==> src/rtl/pio_fifo_pair.sv <==
// TX/RX FIFO pair for one PIO state machine: two banks of DEPTH words,
// optional join of both banks into one direction, flush, levels and sticky debug flags.
module pio_fifo_pair #(
  parameter int WIDTH = 32,
  parameter int DEPTH = 4,
  parameter int LW    = $clog2(2*DEPTH)+1
) (
  input  logic             clk,
  input  logic             reset_n,
  input  logic [1:0]       join_mode,
  input  logic             flush,
  input  logic             tx_push,
  input  logic [WIDTH-1:0] tx_din,
  input  logic             m_pull,
  output logic [WIDTH-1:0] m_dout,
  input  logic             m_push,
  input  logic [WIDTH-1:0] m_din,
  input  logic             rx_pull,
  output logic [WIDTH-1:0] rx_dout,
  output logic             tx_full,
  output logic             tx_empty,
  output logic             rx_full,
  output logic             rx_empty,
  output logic [LW-1:0]    tx_level,
  output logic [LW-1:0]    rx_level,
  output logic [3:0]       dbg_flags,
  input  logic [3:0]       dbg_clr
);

  localparam int PW = $clog2(2*DEPTH);

  typedef enum logic [1:0] {
    MODE_SEP = 2'b00,
    MODE_TXJ = 2'b01,
    MODE_RXJ = 2'b10
  } mode_e;

  mode_e            mode;
  mode_e            mode_in;
  logic [WIDTH-1:0] mem [2*DEPTH];
  logic [PW-1:0]    tx_wr, tx_rd, rx_wr, rx_rd;
  logic [PW-1:0]    rx_base, rx_waddr, rx_raddr;
  logic [LW-1:0]    tx_cap, rx_cap, tx_cap_next, rx_cap_next;
  logic [LW-1:0]    tx_level_next, rx_level_next;
  logic             do_flush;
  logic             tx_push_acc, m_pull_acc, m_push_acc, rx_pull_acc;
  logic [3:0]       flag_set;

  function automatic logic [LW-1:0] cap_of(input mode_e m, input logic is_tx);
    case (m)
      MODE_TXJ: cap_of = is_tx ? LW'(2*DEPTH) : '0;
      MODE_RXJ: cap_of = is_tx ? '0 : LW'(2*DEPTH);
      default:  cap_of = LW'(DEPTH);
    endcase
  endfunction

  function automatic logic [PW-1:0] next_ptr(input logic [PW-1:0] p, input logic [LW-1:0] cap);
    next_ptr = (LW'(p) == cap - LW'(1)) ? '0 : p + PW'(1);
  endfunction

  always_comb begin
    mode_in = MODE_SEP;
    if (join_mode != 2'b11) mode_in = mode_e'(join_mode);
  end

  // A change of effective mode behaves exactly like an explicit flush on that edge.
  assign do_flush    = flush | (mode_in != mode);
  assign tx_cap      = cap_of(mode, 1'b1);
  assign rx_cap      = cap_of(mode, 1'b0);
  assign tx_cap_next = cap_of(mode_in, 1'b1);
  assign rx_cap_next = cap_of(mode_in, 1'b0);

  assign tx_push_acc = tx_push & ~tx_full  & ~do_flush;
  assign m_pull_acc  = m_pull  & ~tx_empty & ~do_flush;
  assign m_push_acc  = m_push  & ~rx_full  & ~do_flush;
  assign rx_pull_acc = rx_pull & ~rx_empty & ~do_flush;

  assign flag_set[0] = m_push  & rx_full  & ~do_flush;
  assign flag_set[1] = rx_pull & rx_empty & ~do_flush;
  assign flag_set[2] = tx_push & tx_full  & ~do_flush;
  assign flag_set[3] = m_pull  & tx_empty & ~do_flush;

  assign tx_level_next = do_flush ? '0 : tx_level + LW'(tx_push_acc) - LW'(m_pull_acc);
  assign rx_level_next = do_flush ? '0 : rx_level + LW'(m_push_acc) - LW'(rx_pull_acc);

  // Unjoined RX lives in bank B; joined RX spans both banks from address 0.
  assign rx_base  = (mode == MODE_RXJ) ? '0 : PW'(DEPTH);
  assign rx_waddr = rx_wr + rx_base;
  assign rx_raddr = rx_rd + rx_base;

  assign m_dout  = tx_empty ? '0 : mem[tx_rd];
  assign rx_dout = rx_empty ? '0 : mem[rx_raddr];

  always_ff @(posedge clk) begin
    if (tx_push_acc) mem[tx_wr] <= tx_din;
    if (m_push_acc)  mem[rx_waddr] <= m_din;
  end

  always_ff @(posedge clk or negedge reset_n) begin
    if (!reset_n) begin
      mode      <= MODE_SEP;
      tx_wr     <= '0;
      tx_rd     <= '0;
      rx_wr     <= '0;
      rx_rd     <= '0;
      tx_level  <= '0;
      rx_level  <= '0;
      tx_full   <= 1'b0;
      tx_empty  <= 1'b1;
      rx_full   <= 1'b0;
      rx_empty  <= 1'b1;
      dbg_flags <= '0;
    end else begin
      mode      <= mode_in;
      tx_level  <= tx_level_next;
      rx_level  <= rx_level_next;
      tx_full   <= (tx_level_next == tx_cap_next);
      tx_empty  <= (tx_level_next == '0);
      rx_full   <= (rx_level_next == rx_cap_next);
      rx_empty  <= (rx_level_next == '0);
      dbg_flags <= (dbg_flags & ~dbg_clr) | flag_set;
      if (do_flush) begin
        tx_wr <= '0;
        tx_rd <= '0;
        rx_wr <= '0;
        rx_rd <= '0;
      end else begin
        if (tx_push_acc) tx_wr <= next_ptr(tx_wr, tx_cap);
        if (m_pull_acc)  tx_rd <= next_ptr(tx_rd, tx_cap);
        if (m_push_acc)  rx_wr <= next_ptr(rx_wr, rx_cap);
        if (rx_pull_acc) rx_rd <= next_ptr(rx_rd, rx_cap);
      end
    end
  end

endmodule

==> config.mk <==
export PLATFORM = sky130hd
export DESIGN_NAME = pio_fifo_pair
export DESIGN_NICKNAME = d
export VERILOG_FILES = /design/src/rtl/pio_fifo_pair.sv
export SDC_FILE = /design/constraint.sdc
export NUM_CORES = 1
export LEC_CHECK = 0
export CORE_MARGIN = 1.5
export CORE_UTILIZATION = 50
export DETAILED_ROUTE_END_ITERATION = 10
export GPL_TIMING_DRIVEN = 0
export PLACE_DENSITY = 0.75
export SYNTH_ARGS = -nofsm -noshare
export SYNTH_HDL_FRONTEND = slang
export SYNTH_SLANG_ARGS = --single-unit
==> constraint.sdc <==
create_clock -name clk -period 7.8 [get_ports clk]
set_input_delay 0.78 -clock clk [delete_from_list [all_inputs] [get_ports clk]]
set_output_delay 0.78 -clock clk [all_outputs]
set_load 0.01 [all_outputs]
==> results.md <==
- Status: finished, final reports clean
- Final Net Count: 1370
- Syn-to-layout area delta: 20.6%
- Synth Area per Inst: 15.3 sq um
- First DRT Iteration DRCs: 1045
- RSZ-0062 raised after global routing: no
- Starting Density: 50.7%
- Layout cell share with drive strength beyond 1: 37.1%
- GRT busiest layer: met2
- Yosys top cell area share: 46.6%
- Final ANT Viol Nets: 0
- Path type of the worst setup path: in2reg
- Post_cts resized: 0
- Synth cell types: 41
- Largest family of logic cells by synthesized area: multiplexers
- Core area: 32500 sq um
- Final Hold Viols: 0
- Startpoint types: input pin
- DRC: 0
- Fmax: 0.214 GHz
- Post-synthesis async set-or-reset flop share: 10.5%
- Worst Skew: 0.0140 ns
- Setup bufs post-CTS: 0
- Initial antenna violation count: 4
- Pwr Density: 171 nW/um^2
- Clock buffer depth: 3
- Worst-Margin Slew: 1.29 ns
- First-pass GRT wire length: 69100 um
- Hpwl dp: 30900 um
- Overall power: 3.39 mW
- CTS tree: done
- Synth Area in Simple Gates: 4.63%
- Vias per cell: 6.29
- Slew headroom: 13.7%
- Die area: 34100 sq um
- Fin cells: 1742
- Clock Sinks: 286
- Vias: 11.0k
- Number of synthesized register bits: 286
- GR Util met1: 36.0%
- Largest net degree at the start of global routing: 31
- Clk pin slew, worst setup/hold paths: 0.06 ns
- Total iterations of the first detailed-routing run: 5
- Final core utilization: 61.2%
- Total Routed Length: 46600 um
- Final hold slack: 0.258 ns
- RD Place Congestion: 0.797
- Setup Viol. Count Final: 0
- Critical Path Fanout Max: 10
- Global-route met2 utilization: 47.2%
- I/O Pins: 157
- Area leader, netlist: edfxtp_1
- Root Driver: clkbuf_16
- Post-Synthesis Cells: 1076
- Post-synth EDFFs: 256
- CP Capture Type: register
- Grt met3 use: 4.68%
- Synth Area in Adders: 1.53%
- Grt ovf: 0
- R2r worst-path depth: 10
- Data arrival, critical path: 5.15 ns
- Slew Viols, Final: 0
- Post-Synthesis Cell Area: 16500 sq um
- Die extent in x: 185 um
- Syn nets: 1172
- Tmin final: 4.68 ns
- Ys Warns: 0
- Die H: 185 um
- Worst-Skew Late Latency: 0.57 ns
- Static leakage: 6.50 nW
- Most frequent cells after synthesis: edfxtp_1 (256), mux2_2 (256), mux4_2 (128)
- Compound-Gate Fraction of Synth Area: 2.49%
- Main synth FF type: edfxtp_1
- DR WL/cell: 26.7 um
- Post-Synth XOR/XNOR Area: 0.796%
- Required time of the critical path: 8.27 ns
- Maximum VDD drop: 164 uV
- Total CTS buffers: 31
- Placed insts: 1683
- Post-route clock period utilization: 59.9%
- Seq/Total Area, Yosys: 51.1%
- Hold Path Class: in2async
- Maxcap violations: 0
- Synth area leaders: edfxtp_1 (47%), mux2_2 (17%), mux4_2 (17%), dfrtp_1 (4.2%), mux2i_1 (2.1%)
- GRT Util Overall: 27.8%
- Number of port buffers: 155
- Htree depth: 1
- Rows: 66
- Vias in the first global route: 11.3k
- Mux share of post-synthesis cell area: 37.0%
- Hold-fix buffers at CTS: 0
==> final timing paths <==
kind,end,startpoint,slack (ns)
setup / recovery,rx_full$_DFF_PN0_,join_mode[0],3.12
hold / removal,tx_level[1]$_DFF_PN0_,reset_n,0.26
setup reg to reg,rx_full$_DFF_PN0_,mode[1]$_DFF_PN0_,3.76
hold reg to reg,dbg_flags[3]$_DFF_PN0_,dbg_flags[3]$_DFF_PN0_,0.54
max in group asynchronous,dbg_flags[3]$_DFF_PN0_,reset_n,7.08
min in group clk,dbg_flags[3]$_DFF_PN0_,dbg_flags[3]$_DFF_PN0_,0.54
==> registers in the layout, indices dropped and copies added (netlist names), 2 cells and up <==
signal / flops
mem: 256
dbg_flags: 4
rx_level: 4
tx_level: 4
rx_rd: 3
rx_wr: 3
tx_rd: 3
tx_wr: 3
mode: 2
==> power breakdown <==
| part | switching [mW] | total (mW) | internal [mW] |
|---|---|---|---|
| sequential | 0.00888 | 1.70 | 1.69 |
| clock | 0.595 | 1.41 | 0.820 |
| combinational | 0.138 | 0.281 | 0.143 |
| total | 0.742 | 3.39 | 2.65 |
==> final cells by class <==
cell class | instances | area, sq um
fill | 2519 | 12600
buffer | 78 | 335
multi-input combinational | 694 | 7760
clock buffer | 38 | 802
antenna | 2 | 5.00
inverter | 18 | 67.6
tap | 442 | 553
timing repair buffer | 165 | 1790
clock inverter | 19 | 156
sequential | 286 | 8440
==> logic make-up after synthesis <==
family | Yosys count
muxes | 418
AOI/OAI and AO/OA | 71
xor gates and xnor gates | 15
DFF | 286
adders and majority gates | 19
and+or+nand+nor | 171
buffers and inverters | 96
==> worst max-delay path, stage by stage <==
cell and delay, ns:
clkdlybuf4s50_1 0.50, inv_1 0.06, ha_1 0.26, xor2_1 0.27, nor3_1 1.07, nand2_1 0.12
ha_1 0.33, inv_1 0.04, ha_1 0.20, fa_1 0.49, nor2_1 0.20, or4b_2 0.61
a31oi_1 0.21
==> cell usage in the layout (no fill, tap or decap), types with 28 or more instances in the layout <==
cell type        synthesis  final
dfrtp_1                 28     28
nor2_1                  46     46
clkbuf_16                0     31
mux2_2                 256    256
mux4_2                 128    128
a21oi_1                 46     46
nand2_1                 85     85
mux2i_1                 34     34
clkdlybuf4s50_1          0    154
buf_2                   34     35
edfxtp_1               256    256
clkbuf_1                33     40
==> stage by stage <==
step	cell area, sq um	setup WS, ns	setup TNS, ns
final	19900	3.12	0
after global routing	19900	2.81	0
after floorplan	16500	2.79	0
after CTS	19900	3.11	0
after detailed placement	18900	2.49	0
after global placement	18600	-1.06	-128.36
==> per-layer routing <==
layer | vias up | wire (um)
li1 | 4680 | -
met5 | - | 24
met2 | 549 | 23200
met1 | 5605 | 17900
met4 | 4 | 1610
met3 | 114 | 3800
Power figures use the tool's default switching activity.
